<file path="src/rtl/dct_frame_sched.sv">
// Frame sequencer for dct_top: raster-to-block pixel feed and
// coefficient tagging across the fixed DCT pipeline latency.
module dct_frame_sched #(
  parameter int IMG_W = 256,
  parameter int IMG_H = 256,
  parameter int AW    = 16,
  parameter int LAT   = 147,
  parameter int BW    = 10
) (
  input  logic          clk,
  input  logic          rst,
  input  logic          start,
  output logic          mem_rd,
  output logic [AW-1:0] mem_addr,
  input  logic [7:0]    mem_data,
  output logic          dct_clr,
  output logic          dct_enb,
  output logic [7:0]    dct_data_in,
  output logic          out_valid,
  output logic [BW-1:0] out_blk,
  output logic [5:0]    out_idx,
  output logic          busy,
  output logic          done
);

  localparam int NBX = IMG_W / 8;
  localparam int NBY = IMG_H / 8;
  localparam int N   = IMG_W * IMG_H;
  localparam int XW  = (NBX > 1) ? $clog2(NBX) : 1;
  localparam int YW  = (NBY > 1) ? $clog2(NBY) : 1;
  localparam int OCW = $clog2(LAT + N + 1);

  localparam logic [XW-1:0]  X_MAX   = XW'(NBX - 1);
  localparam logic [YW-1:0]  Y_MAX   = YW'(NBY - 1);
  localparam logic [OCW-1:0] V_FIRST = OCW'(LAT);
  localparam logic [OCW-1:0] V_LAST  = OCW'(LAT + N - 1);

  typedef enum logic [2:0] {
    S_IDLE,
    S_CLR,
    S_FEED,
    S_DRAIN,
    S_FIN
  } state_t;

  state_t r_state;
  state_t w_next;

  logic [2:0]     r_c;
  logic [2:0]     r_r;
  logic [XW-1:0]  r_bx;
  logic [YW-1:0]  r_by;
  logic           r_rd_d1;
  logic           r_enb;
  logic [7:0]     r_din;
  logic [OCW-1:0] r_ocnt;
  logic [BW-1:0]  r_blk;
  logic [5:0]     r_idx;

  logic          w_feed_last;
  logic          w_valid;
  logic          w_last_out;
  logic [AW-1:0] w_row;
  logic [AW-1:0] w_col;

  // by*8+r and bx*8+c are plain bit concatenations
  assign w_row = AW'({r_by, r_r});
  assign w_col = AW'({r_bx, r_c});

  assign w_feed_last = (r_state == S_FEED) && (r_c == 3'd7)
                    && (r_r == 3'd7) && (r_bx == X_MAX)
                    && (r_by == Y_MAX);
  assign w_valid     = r_enb && (r_ocnt >= V_FIRST)
                    && (r_ocnt <= V_LAST);
  assign w_last_out  = w_valid && (r_ocnt == V_LAST);

  always_comb begin
    w_next = r_state;
    unique case (r_state)
      S_IDLE:  if (start) w_next = S_CLR;
      S_CLR:   w_next = S_FEED;
      S_FEED:  if (w_feed_last) w_next = S_DRAIN;
      S_DRAIN: if (w_last_out) w_next = S_FIN;
      S_FIN:   w_next = S_IDLE;
      default: w_next = S_IDLE;
    endcase
  end

  always_comb begin
    mem_rd      = (r_state == S_FEED);
    mem_addr    = w_row * AW'(IMG_W) + w_col;
    dct_clr     = (r_state == S_CLR);
    dct_enb     = r_enb;
    dct_data_in = r_din;
    out_valid   = w_valid;
    out_blk     = r_blk;
    out_idx     = r_idx;
    busy        = (r_state != S_IDLE);
    done        = (r_state == S_FIN);
  end

  always_ff @(posedge clk or negedge rst) begin
    if (!rst) begin
      r_state <= S_IDLE;
    end else begin
      r_state <= w_next;
    end
  end

  always_ff @(posedge clk or negedge rst) begin
    if (!rst) begin
      r_c     <= '0;
      r_r     <= '0;
      r_bx    <= '0;
      r_by    <= '0;
      r_rd_d1 <= 1'b0;
      r_enb   <= 1'b0;
      r_din   <= '0;
      r_ocnt  <= '0;
      r_blk   <= '0;
      r_idx   <= '0;
    end else if (r_state == S_FIN) begin
      r_c     <= '0;
      r_r     <= '0;
      r_bx    <= '0;
      r_by    <= '0;
      r_rd_d1 <= 1'b0;
      r_enb   <= 1'b0;
      r_din   <= '0;
      r_ocnt  <= '0;
      r_blk   <= '0;
      r_idx   <= '0;
    end else begin
      if (r_state == S_FEED) begin
        r_c <= r_c + 3'd1;
        if (r_c == 3'd7) begin
          r_r <= r_r + 3'd1;
          if (r_r == 3'd7) begin
            r_bx <= (r_bx == X_MAX) ? '0 : r_bx + 1'b1;
            if (r_bx == X_MAX)
              r_by <= (r_by == Y_MAX) ? '0 : r_by + 1'b1;
          end
        end
      end
      // RAM data lands one cycle after the read, then is registered
      r_rd_d1 <= (r_state == S_FEED);
      r_din   <= r_rd_d1 ? mem_data : 8'd0;
      if (w_next == S_FIN)
        r_enb <= 1'b0;
      else if (r_rd_d1)
        r_enb <= 1'b1;
      if (r_enb)
        r_ocnt <= r_ocnt + 1'b1;
      if (w_valid) begin
        r_idx <= r_idx + 6'd1;
        if (r_idx == 6'd63)
          r_blk <= r_blk + 1'b1;
      end
    end
  end

endmodule

</file>
<file path="config.mk">
export PLATFORM = sky130hd
export DESIGN_NAME = dct_frame_sched
export DESIGN_NICKNAME = d
export VERILOG_FILES = /design/src/rtl/dct_frame_sched.sv
export SDC_FILE = /design/constraint.sdc
export NUM_CORES = 1
export LEC_CHECK = 0
export BUFFER_PORTS_ARGS = -buffer_cell sky130_fd_sc_hd__buf_4
export CORE_ASPECT_RATIO = 1.75
export CORE_MARGIN = 5
export CORE_UTILIZATION = 28
export DETAILED_ROUTE_END_ITERATION = 12
export MAX_ROUTING_LAYER = met4
export PLACE_DENSITY = 0.49
export SETUP_SLACK_MARGIN = 0.02
export SYNTH_ARGS = -nofsm -noshare
export SYNTH_HDL_FRONTEND = slang
export SYNTH_SLANG_ARGS = --single-unit
</file>
<file path="constraint.sdc">
create_clock -name clk -period 5.1 [get_ports clk]
set_input_delay 0.255 -clock clk [delete_from_list [all_inputs] [get_ports clk]]
set_output_delay 0.255 -clock clk [all_outputs]
set_load 0.02 [all_outputs]
</file>
==> results.rst <==
.. list-table::
   :header-rows: 1

   * - Metric
     - Value
   * - Headroom to the max-slew limit
     - between 20 and 30%
   * - Leakage power summed over all cells
     - 0.00179 uW
   * - Area growth from synthesis to final layout
     - 25.5%
   * - Aggregate routed wire length
     - slightly below 8 mm
   * - Number of buffers added on ports
     - 56
   * - Placer congestion estimate
     - 0.755
   * - Per-cell routed wire length
     - between 15 and 20 microns
   * - Fraction of post-synthesis cell area in the top cell type by area
     - around half
   * - Period minus WS final
     - roughly 3.1 ns
   * - Top area cells in the synthesized netlist
     - dfrtp_1 (49%), ha_1 (4.8%), nand2_1 (4.1%)
   * - Antenna violations before repair
     - 0
   * - Largest clock skew in the final design
     - 0.00516 ns
   * - Register bit count reported by yosys
     - 62
   * - First drt pass iteration count
     - 4
   * - Area taken by multi-input logic gates
     - 1500 sq um
   * - Clock Tree Root
     - clkbuf_16
   * - Worst EP required
     - roughly 4.9 ns
   * - Number of distinct library cells after synthesis
     - 48
   * - Highest clock frequency the design can meet
     - about 320 MHz
   * - H-tree levels
     - 3
   * - Async set-or-reset flop fraction in the synthesized netlist
     - 100%
   * - Floorplan row count
     - around 50
   * - Reg2reg setup slack
     - about 2.5 ns
   * - Std-Cell Core Area
     - approximately 11000 sq um
   * - Outcome
     - completed
   * - Grt total ovfl
     - 0
   * - Die height
     - 150 microns
   * - Setup Slack @ Placement
     - roughly 2.3 ns
   * - Width of the die
     - about 90 microns
   * - Final WS setup
     - 1.97 ns
   * - Most common cell after layout, fill and taps aside
     - dfrtp_1
   * - Number of remaining DRC errors
     - 0
   * - Tot Pwr
     - 1070 uW
   * - Yosys warnings
     - 0
   * - Proportion of synthesized chip area in sequential cells
     - 49.4%
   * - Count of routing violations after the opening detailed-route iteration
     - around 110
   * - Clock insertion delay at the later pin of the skew report
     - about 0.33 ns
   * - Leading cell types in the layout, fill and taps excluded
     - dfrtp_1 (62), buf_4 (58), nand2_1 (34)
   * - Slew Limit Fails
     - 0
   * - Worst flop-to-flop path endpoint
     - out_idx[1]$_DFFE_PN0P_
   * - Post-cts hold buffer count
     - 0
   * - Summed negative setup slack over all endpoints
     - 0 ns
   * - Total power divided by cell area
     - 272 nW/um^2
   * - Count of final setup violators
     - 0
   * - Clock buffers created by TritonCTS
     - 9
   * - Total inserted antenna cells
     - 0
   * - TritonCTS clock tree
     - done
   * - Worst IR Drop VDD
     - 160 uV
   * - Number of resized instances in the post-cts repair step
     - 0
   * - Post-synth top area cell
     - dfrtp_1
   * - Summed area of non-filler cells in the final layout
     - ~3900 sq um
   * - Final count of hold timing violations
     - 0
   * - Hold/Removal Path Class
     - in -> async
   * - Setup repair after global routing missed its margin
     - false
   * - Clock Sinks
     - between 60 and 70
   * - Type of the worst setup path
     - reg -> out
   * - EDFF count, synth
     - 0
   * - Dominant synthesized flop cell
     - dfrtp_1
   * - Count of maximum capacitance violations
     - 0
   * - Longest Clk Path Bufs
     - 2
   * - Worst Path Max Fanout
     - 19
   * - Reg-to-reg startpoint
     - r_ocnt[0]$_DFFE_PN0P_
   * - Number of inserted filler cells in the final layout
     - roughly 1200
   * - Kind of launch point of the worst setup path
     - register
   * - Area after DPL
     - ~3700 sq um
   * - Number of global-route vias before repair
     - between 2000 and 3000
   * - Overall via count from detail_route
     - ~2600
   * - Layout cell share with drive strength beyond 1
     - between 20 and 25%
   * - Largest net degree at the start of global routing
     - 63
   * - Critical path data arrival time
     - approximately 2.9 ns
   * - Global-route wire length before repair
     - about 13 mm
   * - Setup crit end kind
     - output pin
   * - Vias per inst
     - between 5 and 6
   * - Transition time at the pin with the least slew margin
     - roughly 1.1 ns
   * - Clock transition time at the flip-flop clock pins of the worst setup and hold paths
     - about 0.050 ns
   * - Nets@finish
     - around 400
   * - Final cycle utilization of the critical path
     - approximately three fifths
   * - Seq. cell area
     - around 1600 sq um
   * - Synthesized area per cell
     - 9.84 sq um
   * - Die outline area
     - 13500 sq um
   * - R2R cell count
     - 6
   * - Setup repair bufs after CTS
     - 0
   * - Post-detailed-placement half-perimeter wirelength
     - between 5 and 6 mm
   * - Initial Util
     - between 20% and 30%
   * - Number of nets with antenna violations after routing
     - 0
   * - Mapped Nets
     - around 340
   * - Worst hold margin
     - roughly 0.011 ns
   * - I/O pins
     - between 50 and 60
   * - Total standard cell area after synthesis
     - about 3100 sq um
   * - Number of instances in the synthesized netlist
     - ~320
   * - Total track usage
     - between 10% and 20%
[routing by layer]
layer	track usage (%)	share of wire (%)	wire length (microns)
met4	6.04	2.1	169
met5	-	0	0
met2	21.8	55	4350
met1	13.5	40	3130
met3	2.72	2.9	231
[kinds of logic after synthesis]
logic type,after synthesis,share of synthesized area [%]
AOI/OAI and AO/OA,61,12.7
xor gates and xnor gates,13,3.63
adders and majority gates,12,4.78
buffers and inverters,22,2.91
DFF,62,49.4
muxes,3,0.996
and+or+nand+nor,146,25.6
[where the power goes]
group | switching [uW] | internal [uW]
clock | 222 | 326
sequential | 1.02 | 496
combinational | 16.5 | 10.3
[critical path, cell delays in order, from the launching register on]
cell and delay, ns:
dfrtp_1 0.44, ha_1 0.25, a2111o_1 0.38, and3_1 0.20, o31ai_2 0.88, nor2_1 0.17, buf_4 0.22
[stage by stage]
step	instances	utilization (%)
after global placement	493	33.3
after global routing	509	35.7
after CTS	509	35.7
after floorplan	319	-
final	509	35.7
after detailed placement	493	33.3
[layout make-up]
type	instances	area share (%)
clock buffer	10	5.81
clock inverter	6	0.985
inverter	6	0.572
multi-input combinational	235	38.0
sequential	62	39.4
tap	132	4.19
timing repair buffer	58	11.1
[flip-flops by register name (all words and copies together), names as in the netlist]
name / flops
dct_data_in: 8
dct_enb: 1
out_blk: 10
out_idx: 6
r_bx: 5
r_by: 5
r_c: 3
r_ocnt: 17
r_r: 3
r_rd_d1: 1
r_state: 3
[worst max-delay path by stage]
stage | from | end | slack, ns | cells after the start
detailed placement | r_ocnt[0]$_DFFE_PN0P_ | out_valid | 2.30 | 6
global placement | r_ocnt[0]$_DFFE_PN0P_ | out_valid | 2.36 | 6
CTS | r_ocnt[0]$_DFFE_PN0P_ | out_valid | 1.94 | 6
finish | r_ocnt[0]$_DFFE_PN0P_ | out_valid | 1.97 | 6
floorplan | r_ocnt[0]$_DFFE_PN0P_ | out_idx[1]$_DFFE_PN0P_ | 2.88 | 7
global route | r_ocnt[0]$_DFFE_PN0P_ | out_valid | 1.70 | 6
[synth_stat cells, drive strengths merged, types with 2 or more instances]
cell type  instances
inv                6
or3                6
nand4              8
a21oi             20
nor3               7
nand3             17
o211ai             2
ha                12
clkbuf            11
or4               12
nand2             34
nor2              26
nor4               3
o21ai             14
and2               4
xnor2              2
and3              16
xor2              11
nor3b              4
o31ai             14
buf                5
mux2i              2
nand2b             2
dfrtp             62
No activity file was read; power rests on OpenSTA's default activity.
